--- config.mk ---
export PLATFORM = sky130hd
export DESIGN_NAME = draw_port_arbiter
export DESIGN_NICKNAME = d
export VERILOG_FILES = /design/src/rtl/draw_port_arbiter.sv
export SDC_FILE = /design/constraint.sdc
export NUM_CORES = 1
export LEC_CHECK = 0
export ABC_AREA = 0
export CORE_MARGIN = 4
export CORE_UTILIZATION = 35
export DETAILED_ROUTE_END_ITERATION = 6
export PLACE_DENSITY = 0.69
export RECOVER_POWER = 50
export SLEW_MARGIN = 5
export SYNTH_ARGS = -nofsm -noshare
export SYNTH_HDL_FRONTEND = slang
export SYNTH_SLANG_ARGS = --single-unit
--- constraint.sdc ---
create_clock -name clk -period 4.73 [get_ports clk]
set_input_delay 0.946 -clock clk [delete_from_list [all_inputs] [get_ports clk]]
set_output_delay 0.946 -clock clk [all_outputs]
set_load 0.03 [all_outputs]
--- src/rtl/draw_port_arbiter.sv ---
// Round-robin arbiter for the shared VGA framebuffer write port.
// One drawer owns the port from grant until done, abort or hold watchdog.
//
// state   | meaning
// IDLE    | port free, pick next requester round-robin after last_owner
// OWN     | grant held, owner's pixel stream registered to the VGA outputs
// RELEASE | grant dropped, last_owner updated, back to IDLE next cycle
module draw_port_arbiter #(
    parameter int N_REQ    = 4,
    parameter int X_W      = 8,
    parameter int Y_W      = 7,
    parameter int C_W      = 3,
    parameter int MAX_HOLD = 20000,
    parameter int HOLD_W   = 16,
    localparam int OW      = (N_REQ > 1) ? $clog2(N_REQ) : 1
) (
    input  logic                 clk,
    input  logic                 resetn,
    input  logic [N_REQ-1:0]     req,
    input  logic [N_REQ-1:0]     done,
    input  logic [N_REQ*X_W-1:0] x_in,
    input  logic [N_REQ*Y_W-1:0] y_in,
    input  logic [N_REQ*C_W-1:0] colour_in,
    input  logic [N_REQ-1:0]     plot_in,
    output logic [N_REQ-1:0]     grant,
    output logic [OW-1:0]        owner,
    output logic                 busy,
    output logic                 timeout,
    output logic [X_W-1:0]       vga_x,
    output logic [Y_W-1:0]       vga_y,
    output logic [C_W-1:0]       vga_colour,
    output logic                 vga_plot
);

    typedef enum logic [1:0] {
        IDLE    = 2'd0,
        OWN     = 2'd1,
        RELEASE = 2'd2
    } state_t;

    localparam logic [N_REQ-1:0] ONE_HOT0 = {{(N_REQ-1){1'b0}}, 1'b1};

    state_t             state, state_next;
    logic [OW-1:0]      last_owner;
    logic [HOLD_W-1:0]  hold_cnt;
    logic [OW-1:0]      sel, cand;
    logic               found;
    logic               is_done, is_abort, wd_hit, leave;

    always_comb begin
        state_next = state;
        sel        = '0;
        cand       = '0;
        found      = 1'b0;
        is_done    = done[owner];
        is_abort   = !req[owner];
        wd_hit     = (hold_cnt == HOLD_W'(MAX_HOLD - 1));
        leave      = is_done || is_abort || wd_hit;

        // Scan upward from the requester after the last owner, wrapping.
        for (int k = 1; k <= N_REQ; k++) begin
            cand = OW'((int'(last_owner) + k) % N_REQ);
            if (!found && req[cand]) begin
                found = 1'b1;
                sel   = cand;
            end
        end

        case (state)
            IDLE:    if (found) state_next = OWN;
            OWN:     if (leave) state_next = RELEASE;
            RELEASE: state_next = IDLE;
            default: state_next = IDLE;
        endcase
    end

    always_ff @(posedge clk) begin
        if (!resetn) begin
            state      <= IDLE;
            grant      <= '0;
            owner      <= '0;
            busy       <= 1'b0;
            timeout    <= 1'b0;
            vga_x      <= '0;
            vga_y      <= '0;
            vga_colour <= '0;
            vga_plot   <= 1'b0;
            last_owner <= OW'(N_REQ - 1);
            hold_cnt   <= '0;
        end else begin
            state    <= state_next;
            timeout  <= 1'b0;
            vga_plot <= 1'b0;
            case (state)
                IDLE: begin
                    if (found) begin
                        grant    <= ONE_HOT0 << sel;
                        owner    <= sel;
                        busy     <= 1'b1;
                        hold_cnt <= '0;
                    end
                end
                OWN: begin
                    // The owner's final pixel is still written when done arrives with it.
                    vga_x      <= x_in[owner*X_W +: X_W];
                    vga_y      <= y_in[owner*Y_W +: Y_W];
                    vga_colour <= colour_in[owner*C_W +: C_W];
                    vga_plot   <= plot_in[owner];
                    hold_cnt   <= hold_cnt + 1'b1;
                    if (leave) begin
                        grant   <= '0;
                        busy    <= 1'b0;
                        timeout <= wd_hit && !is_done;
                    end
                end
                RELEASE: begin
                    last_owner <= owner;
                end
                default: ;
            endcase
        end
    end

endmodule

======== Word level (Yosys, flattened, before mapping) ========
Cells that the tools add are included.
storage, ports and cells
  output and inout port bits .............. 27
  register bits after elaboration ......... 47
cells by class
  multiply operators ...................... 2
  shift-type cells ........................ 4
  reductions and logical operators ........ 19
  add/subtract/negate cells ............... 5
  equality and inequality tests ........... 5
  multiplexer cells ....................... 33
  magnitude comparators ................... 5
operator list
  cell                     number
  $pmux W16 S2             1
  $shiftx A32 B6 Y8        1
  $shiftx A28 B6 Y7        1
  $add A16 B1 Y16 const B  1
  $eq A16 B15 Y1 const B   1
  $mux W16                 1
  $lt A2 B3 Y1 const B     5
  $bmux W1 S2              7
  $mux W1                  13
  $mux W2                  6
  $shiftx A12 B5 Y3        1
  $mux W4                  2
  $pmux W4 S2              1
  $reduce_and A2 Y1        4
  $reduce_and A3 Y1        2
  $logic_not A1 Y1         5
  $mul A2 B3 Y5 const B    1
  $add A2 B1 Y2 const B    2
  $add A2 B2 Y2 const B    2
  $logic_and A1 B1 Y1      4
  $mul A2 B2 Y4 const B    1
  $ne A2 B2 Y1 const B     2
  $pmux W2 S2              1
  $shl A1 B2 Y4 const A    1
  6 further kinds          7

======== Depth between registers and ports, before layout ========
Gate-level depths: netlist (run 1).
  word-level depth ........................ 16
  gate-level depth with buffers ........... 7
  gate-level depth less buffers ........... 5

======== Worst setup path after synthesis (run 1) ========
OpenSTA, ideal clock, no wires.
  kind .................................... input to register
  start ................................... input port req[1]
  end ..................................... register grant[2]
  cell stages on the path ................. 4
  library setup time ...................... 0.075 ns
  path slack .............................. 2.691 ns
  required time ........................... 4.655 ns
  data arrival time ....................... 1.964 ns
  cell sequence ........................... or4_1 a21oi_1 nand2_1 o22ai_1
on the way
  cells in the longest elaborated chain, start to end .. 15
ends and longest elaborated chain
  item                           RTL line  source
  start, declared                19        input logic [N_REQ-1:0] req,
  $bmux W1 S2                    63        if (!found && req[cand]) begin
  $mux W1 (not written as such)  63
  $mux W1                        63
  $logic_not A1 Y1               63
  $logic_and A1 B1 Y1            63
  $mux W1                        63
  $logic_not A1 Y1               63
  $logic_and A1 B1 Y1            63
  $mux W1                        63
  $logic_not A1 Y1               63
  $logic_and A1 B1 Y1            63
  $mux W2                        63
  $shl A1 B2 Y4                  97        grant <= ONE_HOT0 << sel;
  $mux W4                        96        if (found) begin
  $pmux W4 S2                    94        case (state)
  end signal, assigned           97
  end, declared                  25        output logic [N_REQ-1:0] grant,
Several ways; a longest one is shown, not always the timed one. The select of a mux whose other input is x is not followed.
A chain may end at the register's enable or synchronous reset.

==> flow_metrics.py, run 1 <==
metrics = {
    "place": {
        "place.gp.congestion": 0.816,
        "dp.cells": 470,
        "postPlaceCellArea_sq_mm": 0.00370,
        "hpwlAfterDp_microns": 5630,
        "port_buffers": 112,
    },
    "sta": {
        "maxSlewViolCount": 0,
        "rsz0062_at_grt": "false",
        "final_period_minus_worst_setup_slack_ps": 3020,
        "slew_headroom": 0.216,
        "setup_viol": 0,
        "final.setup.tns_ps": 0,
        "worst_slew_pin_slew_ps": 1180,
        "finalHoldViolations": 0,
        "finalClockSkew_ps": 3.38,
        "min_period_over_period": 0.638,
        "upper_clock_frequency_limit_mhz": 332,
    },
    "layout": {
        "multiInputGateArea_sq_mm": 0.00149,
        "final_cell_mix": "sky130_fd_sc_hd__clkdlybuf4s50_1 (83), sky130_fd_sc_hd__nand2_1 (56), sky130_fd_sc_hd__dfxtp_1 (47), sky130_fd_sc_hd__a21oi_1 (36), sky130_fd_sc_hd__dlygate4sd3_1 (29)",
        "fin_nets": 468,
        "ff_latch_area_sq_um": 941,
        "final.fill_count": 615,
        "layout.cell_area.non_filler_sq_mm": 0.00378,
        "diodes": 0,
        "most_common_cell_after_layout_fill_and_taps_aside": "sky130_fd_sc_hd__clkdlybuf4s50_1",
        "syn2layout_area_growth_pct": 51.7,
        "drive_gt1_frac": 0.0892,
        "finalNonFillerCells": 477,
    },
    "clock_network": {
        "clk_path_buf_depth": 2,
        "tritoncts_num_sinks": 47,
        "tritoncts.num_buffers": 5,
        "cts_setup_buffers": 0,
        "clk-insertion-delay-late_ps": 300,
        "cts_root_buf": "sky130_fd_sc_hd__clkbuf_8",
        "post_cts_resize_count": 0,
        "clock_tree.htree_level_count": 2,
        "cts_hold_buffers": 0,
        "cts_tree": "yes",
        "path_clk_slew_ps": 80,
    },
    "hold_path": {
        "hp-class": "flop to flop",
        "min_delay_startpoint": "vga_y[4]$_SDFFE_PN0P_",
        "whs_path_depth": 2,
        "end_of_the_worst_hold_path": "vga_y[4]$_SDFFE_PN0P_",
    },
    "global_routing": {
        "grt_start_max_net_pins": 33,
        "grt_pass1_wl_microns": 11700,
        "antenna_found_initial": 0,
        "global_route.usage.total": 0.173,
        "via_count_of_the_first_global_routing_pass": 2490,
        "grt_overflow_total": 0,
    },
    "setup_path": {
        "crit_slowest_cell": "sky130_fd_sc_hd__dlygate4sd3_1",
        "crit_chain": "dlygate4sd3_1 -> inv_1 -> a21oi_1 -> nand2_1 -> o22ai_1",
        "critical_path.startpoint": "resetn",
        "rr_endpoint": "busy$_SDFFE_PN0P_",
        "regToRegSetupSlack_ps": 2710,
        "arrival_ps": 3240,
        "crit_fanout": 32,
        "required_ps": 4960,
        "timing.critical_path.to_type": "flop",
        "cp_slowest_stage_delay_ps": 930,
        "timing.rr.start": "owner[0]$_SDFFE_PN0P_",
        "critical_path_class": "input port to flop",
        "cp-start-kind": "input port",
        "worst_r2r_path_cells": 5,
    },
    "outcome": {
        "status": "finished clean",
    },
    "yosys": {
        "synth_top_cell_by_area": "sky130_fd_sc_hd__dfxtp_1",
        "synth_sequential_area_ratio": 0.377,
        "synthesis.yosys.warnings": 0,
        "syn_area_per_cell_sq_um": 9.07,
        "synth.top_cell.area_share": 0.377,
        "synth_top_cells_by_area": "sky130_fd_sc_hd__dfxtp_1 (38%), sky130_fd_sc_hd__mux4_2 (19%), sky130_fd_sc_hd__nand2_1 (8.4%), sky130_fd_sc_hd__a21oi_1 (7.2%), sky130_fd_sc_hd__nor2_1 (2.3%)",
        "netlist-cell-type-count": 43,
        "count_of_state_elements_after_synthesis": 47,
        "synthesis.area_sq_mm": 0.00249,
        "syn_inst": 275,
        "postSynthNetCount": 362,
    },
    "power": {
        "power.ir.vdd_worst_v": 0.000121,
        "totalPowerFinal_uw": 1040,
        "power_leakage_uw": 0.00138,
        "power_per_cell_area_mw_per_mm2": 274,
    },
    "detailed_routing": {
        "routed_wl_microns": 7350,
        "number_of_violations_reported_at_the_end_of_detailed_routing_iteration_0": 130,
        "antenna_violating_nets_post_route": 0,
        "drt-pass1-iter-count": 6,
        "via_per_inst": 5.31,
        "wire_per_inst_microns": 15.4,
        "route.detailed.drc": 0,
        "vias": 2535,
    },
    "die": {
        "floorplan.die.width_microns": 92.4,
        "fp-row-count": 30,
        "core_area_sq_mm": 0.00687,
        "num_io_pins": 113,
        "initial_core_util": 0.363,
        "die-height_microns": 92.4,
        "die_footprint_sq_mm": 0.00854,
    },
    "flow_run": {
        "drv_cap": 0,
    },
}
through the flow:
| stage | hold WS, ps | setup slack (ps) | utilization |
|---|---|---|---|
| 6_report | 453 | 1710 | 0.551 |
| 3_5_place_dp | 446 | 1490 | 0.538 |
| 5_1_grt | 471 | 1490 | 0.551 |
| 3_3_place_gp | 441 | 1590 | 0.538 |
| 2_1_floorplan | 439 | 2690 | - |
| 4_1_cts | 458 | 1820 | 0.551 |
final cells by class:
class,instances,area share
sequential,47,0.249
clock inverter,1,0.00132
inverter,2,0.00198
tap,96,0.0317
timing repair buffer,115,0.302
multi-input combinational,210,0.392
clock buffer,6,0.0218
worst max-delay path by stage:
stage                                      endpoint  slack [ps]  depth (start not counted)
final                         grant[2]$_SDFFE_PN0P_        1710                          5
after global routing          grant[2]$_SDFFE_PN0P_        1490                          5
after CTS                     grant[2]$_SDFFE_PN0P_        1820                          5
after detailed placement      grant[2]$_SDFFE_PN0P_        1490                          5
after global placement    hold_cnt[11]$_SDFFE_PN0P_        1590                          4
after floorplan               grant[2]$_SDFFE_PN0P_        2690                          4
where the power goes:
part | internal, uW | switching [uW] | total, uW
registers | 424 | 18.6 | 443
clock network | 115 | 129 | 244
logic | 175 | 175 | 350
metal layers:
layer  vias to the layer above  GRT usage  wire [microns]
met3                         7     0.0520             569
met2                       102      0.311            3800
li1                       1232          -               -
met5                         -          0               0
met1                      1194      0.193            2880
met4                         0     0.0557             102
sequential cells by signal (all words and copies together) (netlist names), 2 cells and up:
signal and count:
grant 4, state 2, owner 2, last_owner 2, vga_colour 3, vga_x 8, vga_y 7, hold_cnt 16
logic make-up (layout without fill, tap and decap cells):
logic type	after synthesis	in the layout	share of synthesized area
AO/OA/AOI/OAI	69	69	0.164
adder cells (fa/ha/maj)	1	1	0.00501
buffers and inverters	18	124	0.0286
flip-flops	47	47	0.377
multiplexers	23	23	0.198
AND/OR/NAND/NOR	117	117	0.227
cells in the mapped netlist:
| cell type | instances |
|---|---|
| sky130_fd_sc_hd__a211oi_1 | 1 |
| sky130_fd_sc_hd__nand2b_1 | 4 |
| sky130_fd_sc_hd__nand4_1 | 2 |
| sky130_fd_sc_hd__dfxtp_1 | 47 |
| sky130_fd_sc_hd__or3_1 | 3 |
| sky130_fd_sc_hd__o21a_1 | 3 |
| sky130_fd_sc_hd__clkbuf_1 | 11 |
| sky130_fd_sc_hd__nor4_1 | 1 |
| sky130_fd_sc_hd__nand3_1 | 11 |
| sky130_fd_sc_hd__inv_1 | 2 |
| sky130_fd_sc_hd__or4_4 | 1 |
| sky130_fd_sc_hd__a211o_1 | 1 |
| sky130_fd_sc_hd__o21ai_1 | 4 |
| sky130_fd_sc_hd__buf_2 | 3 |
| sky130_fd_sc_hd__nand3b_1 | 2 |
| sky130_fd_sc_hd__a21o_1 | 1 |
| sky130_fd_sc_hd__a21oi_1 | 36 |
| sky130_fd_sc_hd__o22a_1 | 1 |
| sky130_fd_sc_hd__mux2i_1 | 1 |
| sky130_fd_sc_hd__and3b_1 | 1 |
| sky130_fd_sc_hd__o221a_1 | 2 |
| sky130_fd_sc_hd__nand2_1 | 56 |
| sky130_fd_sc_hd__ha_1 | 1 |
| sky130_fd_sc_hd__a31o_1 | 1 |
| sky130_fd_sc_hd__nor3_1 | 5 |
| sky130_fd_sc_hd__buf_1 | 2 |
| sky130_fd_sc_hd__o22ai_1 | 4 |
| sky130_fd_sc_hd__and3_1 | 4 |
| sky130_fd_sc_hd__or4_1 | 2 |
| sky130_fd_sc_hd__or2_1 | 1 |
| sky130_fd_sc_hd__and4_1 | 4 |
| sky130_fd_sc_hd__a21boi_0 | 1 |
| sky130_fd_sc_hd__a21oi_4 | 1 |
| sky130_fd_sc_hd__and4b_1 | 1 |
| sky130_fd_sc_hd__mux4_2 | 21 |
| sky130_fd_sc_hd__or4b_1 | 1 |
| sky130_fd_sc_hd__nor2_1 | 15 |
| sky130_fd_sc_hd__a31oi_1 | 5 |
| sky130_fd_sc_hd__o211ai_1 | 1 |
| sky130_fd_sc_hd__o21ai_0 | 7 |
| sky130_fd_sc_hd__nor2b_1 | 2 |
| sky130_fd_sc_hd__mux2_1 | 1 |
| sky130_fd_sc_hd__nand4b_1 | 1 |
worst max-delay path, delay by kind of cell:
kind | cells | cell delay (ps)
buffers and inverters | 2 | 1550
AOI/OAI and AO/OA | 2 | 630
and+or+nand+nor | 1 | 100
Note: power is estimated with default switching activity, not from simulation.
==> run 2: changes to the inputs <==
==> constraint.sdc (replaced) <==
create_clock -name clk -period 3 [get_ports clk]
set_input_delay 0.6 -clock clk [delete_from_list [all_inputs] [get_ports clk]]
set_output_delay 0.6 -clock clk [all_outputs]
set_load 0.03 [all_outputs]
==> flow_metrics.py, run 2 (synthesis gave the netlist of run 1 again) <==
metrics = {
    "detailed_routing": {
        "number_of_violations_reported_at_the_end_of_detailed_routing_iteration_0": 140,
        "wire_per_inst_microns": 15.2,
        "via_per_inst": 5.24,
        "routed_wl_microns": 7310,
        "drt-pass1-iter-count": 4,
        "vias": 2519,
        "route.detailed.drc": 0,
        "antenna_violating_nets_post_route": 0,
    },
    "sta": {
        "setup_viol": 0,
        "finalHoldViolations": 0,
        "worst_slew_pin_slew_ps": 941,
        "rsz0062_at_grt": "false",
        "maxSlewViolCount": 0,
        "finalClockSkew_ps": 8.32,
        "slew_headroom": 0.373,
        "upper_clock_frequency_limit_mhz": 414,
        "final_period_minus_worst_setup_slack_ps": 2410,
        "min_period_over_period": 0.805,
        "final.setup.tns_ps": 0,
    },
    "die": {
        "core_area_sq_mm": 0.00687,
        "floorplan.die.width_microns": 92.4,
        "die-height_microns": 92.4,
        "fp-row-count": 30,
        "die_footprint_sq_mm": 0.00854,
        "num_io_pins": 113,
        "initial_core_util": 0.363,
    },
    "setup_path": {
        "arrival_ps": 1810,
        "cp-start-kind": "flop",
        "crit_chain": "clkdlybuf4s50_1",
        "required_ps": 2400,
        "cp_depth": 1,
        "worst_r2r_path_cells": 5,
        "critical-path-top-delay-family": "buffers and inverters",
        "critical_path_class": "flop to output pin",
        "timing.critical_path.to_type": "output pin",
        "number_of_buffers_and_inverters_on_the_critical_path": 1,
        "crit_fanout": 10,
        "cp_slowest_stage_delay_ps": 790,
        "crit_slowest_cell": "sky130_fd_sc_hd__clkdlybuf4s50_1",
    },
    "place": {
        "hpwlAfterDp_microns": 5730,
        "port_buffers": 112,
        "dp.cells": 473,
        "place.gp.congestion": 0.812,
    },
    "global_routing": {
        "grt_pass1_wl_microns": 11300,
        "antenna_found_initial": 0,
        "grt_overflow_total": 0,
        "via_count_of_the_first_global_routing_pass": 2487,
        "grt_start_max_net_pins": 22,
        "global_route.usage.total": 0.167,
    },
    "clock_network": {
        "post_cts_resize_count": 0,
        "cts_setup_buffers": 0,
        "clock_tree.htree_level_count": 2,
        "tritoncts.num_buffers": 5,
        "path_clk_slew_ps": 90,
        "cts_hold_buffers": 0,
        "clk-insertion-delay-late_ps": 300,
        "clk_path_buf_depth": 2,
        "cts_tree": "yes",
        "cts_root_buf": "sky130_fd_sc_hd__clkbuf_8",
        "tritoncts_num_sinks": 47,
    },
    "layout": {
        "syn2layout_area_growth_pct": 52.2,
        "finalNonFillerCells": 481,
        "layout.core_utilization": 0.553,
        "layout_top_registers": "hold_cnt (16), vga_x (8), vga_y (7)",
        "largest_register": "hold_cnt",
        "largest_reg_flops": 16,
        "fin_nets": 471,
        "drive_gt1_frac": 0.0909,
        "final_cell_mix": "sky130_fd_sc_hd__clkdlybuf4s50_1 (85), sky130_fd_sc_hd__nand2_1 (56), sky130_fd_sc_hd__dfxtp_1 (47), sky130_fd_sc_hd__a21oi_1 (36), sky130_fd_sc_hd__dlygate4sd3_1 (27)",
        "most_common_cell_after_layout_fill_and_taps_aside": "sky130_fd_sc_hd__clkdlybuf4s50_1",
        "diodes": 0,
    },
    "power": {
        "power_per_cell_area_mw_per_mm2": 430,
        "power_leakage_uw": 0.00138,
        "power.ir.vdd_worst_v": 0.000197,
    },
    "hold_path": {
        "hp-class": "flop to flop",
        "whs_path_depth": 2,
    },
    "flow_run": {
        "drv_cap": 0,
    },
    "outcome": {
        "status": "finished clean",
    },
}
==> run 2: changes by cell type in the layout (fill, tap and decap cells not counted), sizes merged <==
cell and delta:
buf +2, clkbuf +1, clkdlybuf4s50 +2, clkinvlp +1, dlygate4sd3 -2
==> run 2: power by group <==
part | switching (uW) | internal, uW
Sequential | 42.4 | 669
Combinational | 262 | 280
Clock | 215 | 163
Total | 520 | 1110
==> run 2: worst paths after layout <==
check	startpoint	to	slack, ps
worst max-delay path	owner[0]$_SDFFE_PN0P_	owner[0]	590
worst min-delay path	vga_x[3]$_SDFFE_PN0P_	vga_x[3]$_SDFFE_PN0P_	450
worst max register to register	hold_cnt[0]$_SDFFE_PN0P_	grant[1]$_SDFFE_PN0P_	910
worst min register to register	vga_x[3]$_SDFFE_PN0P_	vga_x[3]$_SDFFE_PN0P_	450
==> run 2: routing by layer <==
layer | share of wire | global-route usage | vias to the layer above
li1 | - | - | 1240
met1 | 0.40 | 0.189 | 1186
met2 | 0.51 | 0.302 | 85
met3 | 0.070 | 0.0455 | 8
met4 | 0.014 | 0.0545 | 0
met5 | 0 | 0 | -
==> run 2: layout make-up <==
type,count,area (sq um)
fill,602,3070
timing repair buffer,118,1160
inverter,2,7.51
tap,96,120
clock inverter,2,12.5
sequential,47,941
multi-input combinational,210,1480
clock buffer,6,72.6
==> run 2: stage by stage <==
step | hold WS, ps | total power [uW] | worst slack, ps | cell area, sq um
after detailed placement | 452 | 1280 | 611 | 3720
after global routing | 482 | 1710 | 474 | 3800
after floorplan | 439 | 1030 | 1140 | 2490
final | 455 | 1630 | 586 | 3800
after global placement | 441 | 1280 | 667 | 3720
after CTS | 460 | 1660 | 551 | 3800
==> run 3: changes to the inputs <==
==> constraint.sdc (replaced) <==
create_clock -name clk -period 2.51 [get_ports clk]
set_input_delay 0.502 -clock clk [delete_from_list [all_inputs] [get_ports clk]]
set_output_delay 0.502 -clock clk [all_outputs]
set_load 0.03 [all_outputs]
==> flow_metrics.py, run 3 (synthesis gave the netlist of run 1 again) <==
metrics = {
    "outcome": {
        "status": "finished clean",
    },
    "detailed_routing": {
        "antenna_violating_nets_post_route": 0,
        "drt-pass1-iter-count": 4,
        "met3_length_microns": 521,
        "route.detailed.drc": 0,
        "routed_wl_microns": 7350,
        "met2_length_microns": 3670,
        "route.layer.met1.wl_microns": 2990,
        "via_per_inst": 5.26,
        "vias": 2564,
        "wire_per_inst_microns": 15.1,
        "number_of_violations_reported_at_the_end_of_detailed_routing_iteration_0": 146,
        "route.top_layer_used": "met4",
    },
    "global_routing": {
        "via_count_of_the_first_global_routing_pass": 2564,
        "grt_overflow_total": 0,
        "grt_start_max_net_pins": 18,
        "grt_pass1_wl_microns": 11800,
        "global_route.usage.total": 0.171,
        "antenna_found_initial": 0,
    },
    "setup_path": {
        "crit_slowest_cell": "sky130_fd_sc_hd__dlygate4sd3_1",
        "cp-start-kind": "input port",
        "number_of_buffers_and_inverters_on_the_critical_path": 1,
        "required_ps": 2740,
        "crit_chain": "dlygate4sd3_1 -> or4_1 -> a21oi_1 -> nand2_1 -> o22ai_1",
        "crit_fanout": 7,
        "arrival_ps": 2320,
        "timing.critical_path.to_type": "flop",
        "critical_path_class": "input port to flop",
        "cp_slowest_stage_delay_ps": 620,
        "critical-path-top-delay-family": "simple AND/OR/NAND/NOR gates",
    },
    "sta": {
        "maxSlewViolCount": 0,
        "setup_viol": 0,
        "rsz0062_at_grt": "false",
        "finalClockSkew_ps": 8.37,
        "finalHoldViolations": 0,
        "slew_headroom": 0.514,
        "final_period_minus_worst_setup_slack_ps": 2100,
        "min_period_over_period": 0.835,
        "upper_clock_frequency_limit_mhz": 477,
        "worst_slew_pin_slew_ps": 730,
        "final.setup.tns_ps": 0,
    },
    "clock_network": {
        "tritoncts.num_buffers": 5,
        "clock_tree.htree_level_count": 2,
        "cts_root_buf": "sky130_fd_sc_hd__clkbuf_8",
        "clk_path_buf_depth": 2,
        "cts_tree": "yes",
        "path_clk_slew_ps": 100,
        "tritoncts_num_sinks": 47,
        "cts_setup_buffers": 0,
        "cts_hold_buffers": 0,
        "clk-insertion-delay-late_ps": 300,
        "post_cts_resize_count": 0,
    },
    "place": {
        "postPlaceCellArea_sq_mm": 0.00376,
        "port_buffers": 112,
        "hpwlAfterDp_microns": 5750,
        "place.gp.congestion": 0.835,
    },
    "hold_path": {
        "hp-class": "flop to flop",
    },
    "die": {
        "floorplan.die.width_microns": 92.4,
        "fp-row-count": 30,
        "core_area_sq_mm": 0.00687,
        "die_footprint_sq_mm": 0.00854,
        "initial_core_util": 0.363,
        "die-height_microns": 92.4,
        "num_io_pins": 113,
    },
    "layout": {
        "layout_top_registers": "hold_cnt (16), vga_x (8), vga_y (7)",
        "diodes": 0,
        "layout.cell_area.non_filler_sq_mm": 0.00386,
        "syn2layout_area_growth_pct": 54.7,
        "most_common_cell_after_layout_fill_and_taps_aside": "sky130_fd_sc_hd__clkdlybuf4s50_1",
        "final_cell_mix": "sky130_fd_sc_hd__clkdlybuf4s50_1 (96), sky130_fd_sc_hd__nand2_1 (56), sky130_fd_sc_hd__dfxtp_1 (47), sky130_fd_sc_hd__a21oi_1 (36), sky130_fd_sc_hd__mux4_2 (21)",
        "largest_reg_flops": 16,
        "largest_register": "hold_cnt",
        "fin_nets": 477,
        "drive_gt1_frac": 0.105,
    },
    "power": {
        "power_leakage_uw": 0.00138,
        "power.ir.vdd_worst_v": 0.000271,
        "power_per_cell_area_mw_per_mm2": 539,
    },
    "flow_run": {
        "drv_cap": 0,
    },
}
## run 3: cell count changes in the layout (fill, tap and decap cells not counted), sizes merged, moves of 2 or more
cell           change
clkbuf             +2
clkdlybuf4s50     +11
dlygate4sd3       -12
buf                +4
## run 3: routing by layer
metal / GRT usage / vias up
met5: 0 / -
met4: 0.0644 / 0
met3: 0.0455 / 11
met2: 0.291 / 98
met1: 0.207 / 1205
li1: - / 1250
## run 3: final timing paths
kind                                  from                     to  slack (ps)  cells after the start
hold reg to reg      vga_y[2]$_SDFFE_PN0P_  vga_y[2]$_SDFFE_PN0P_         460                      2
setup reg to reg  hold_cnt[0]$_SDFFE_PN0P_  grant[1]$_SDFFE_PN0P_         520                      5
setup / recovery                    req[3]  grant[2]$_SDFFE_PN0P_         410                      5
hold / removal       vga_y[2]$_SDFFE_PN0P_  vga_y[2]$_SDFFE_PN0P_         460                      2
## run 3: worst min-delay path: stages (launching register included)
cell,delay (ps)
sky130_fd_sc_hd__dfxtp_1,320
sky130_fd_sc_hd__nand2_1,50
sky130_fd_sc_hd__a21oi_1,50
## run 3: power by group
part	total [uW]	internal [uW]	switching (uW)
sequential	838	799	38.9
combinational	677	346	330
clock	564	297	267
## run 3: metrics by stage
step | instances | hold slack [ps] | setup WS [ps] | utilization | total power [uW]
final | 487 | 458 | 413 | 0.562 | 2080
after global placement | 479 | 441 | 282 | 0.548 | 1540
after floorplan | 275 | 439 | 647 | - | 1240
after global routing | 487 | 472 | 255 | 0.562 | 2180
after detailed placement | 479 | 447 | 210 | 0.548 | 1550
after CTS | 487 | 460 | 511 | 0.564 | 2110
## run 3: layout make-up
class                      instances  area [sq um]
clock buffer                       5          68.8
clock inverter                     3          43.8
fill                             588          3010
inverter                           2          7.51
multi-input combinational        210          1490
sequential                        47           941
tap                               96           120
timing repair buffer             124          1190
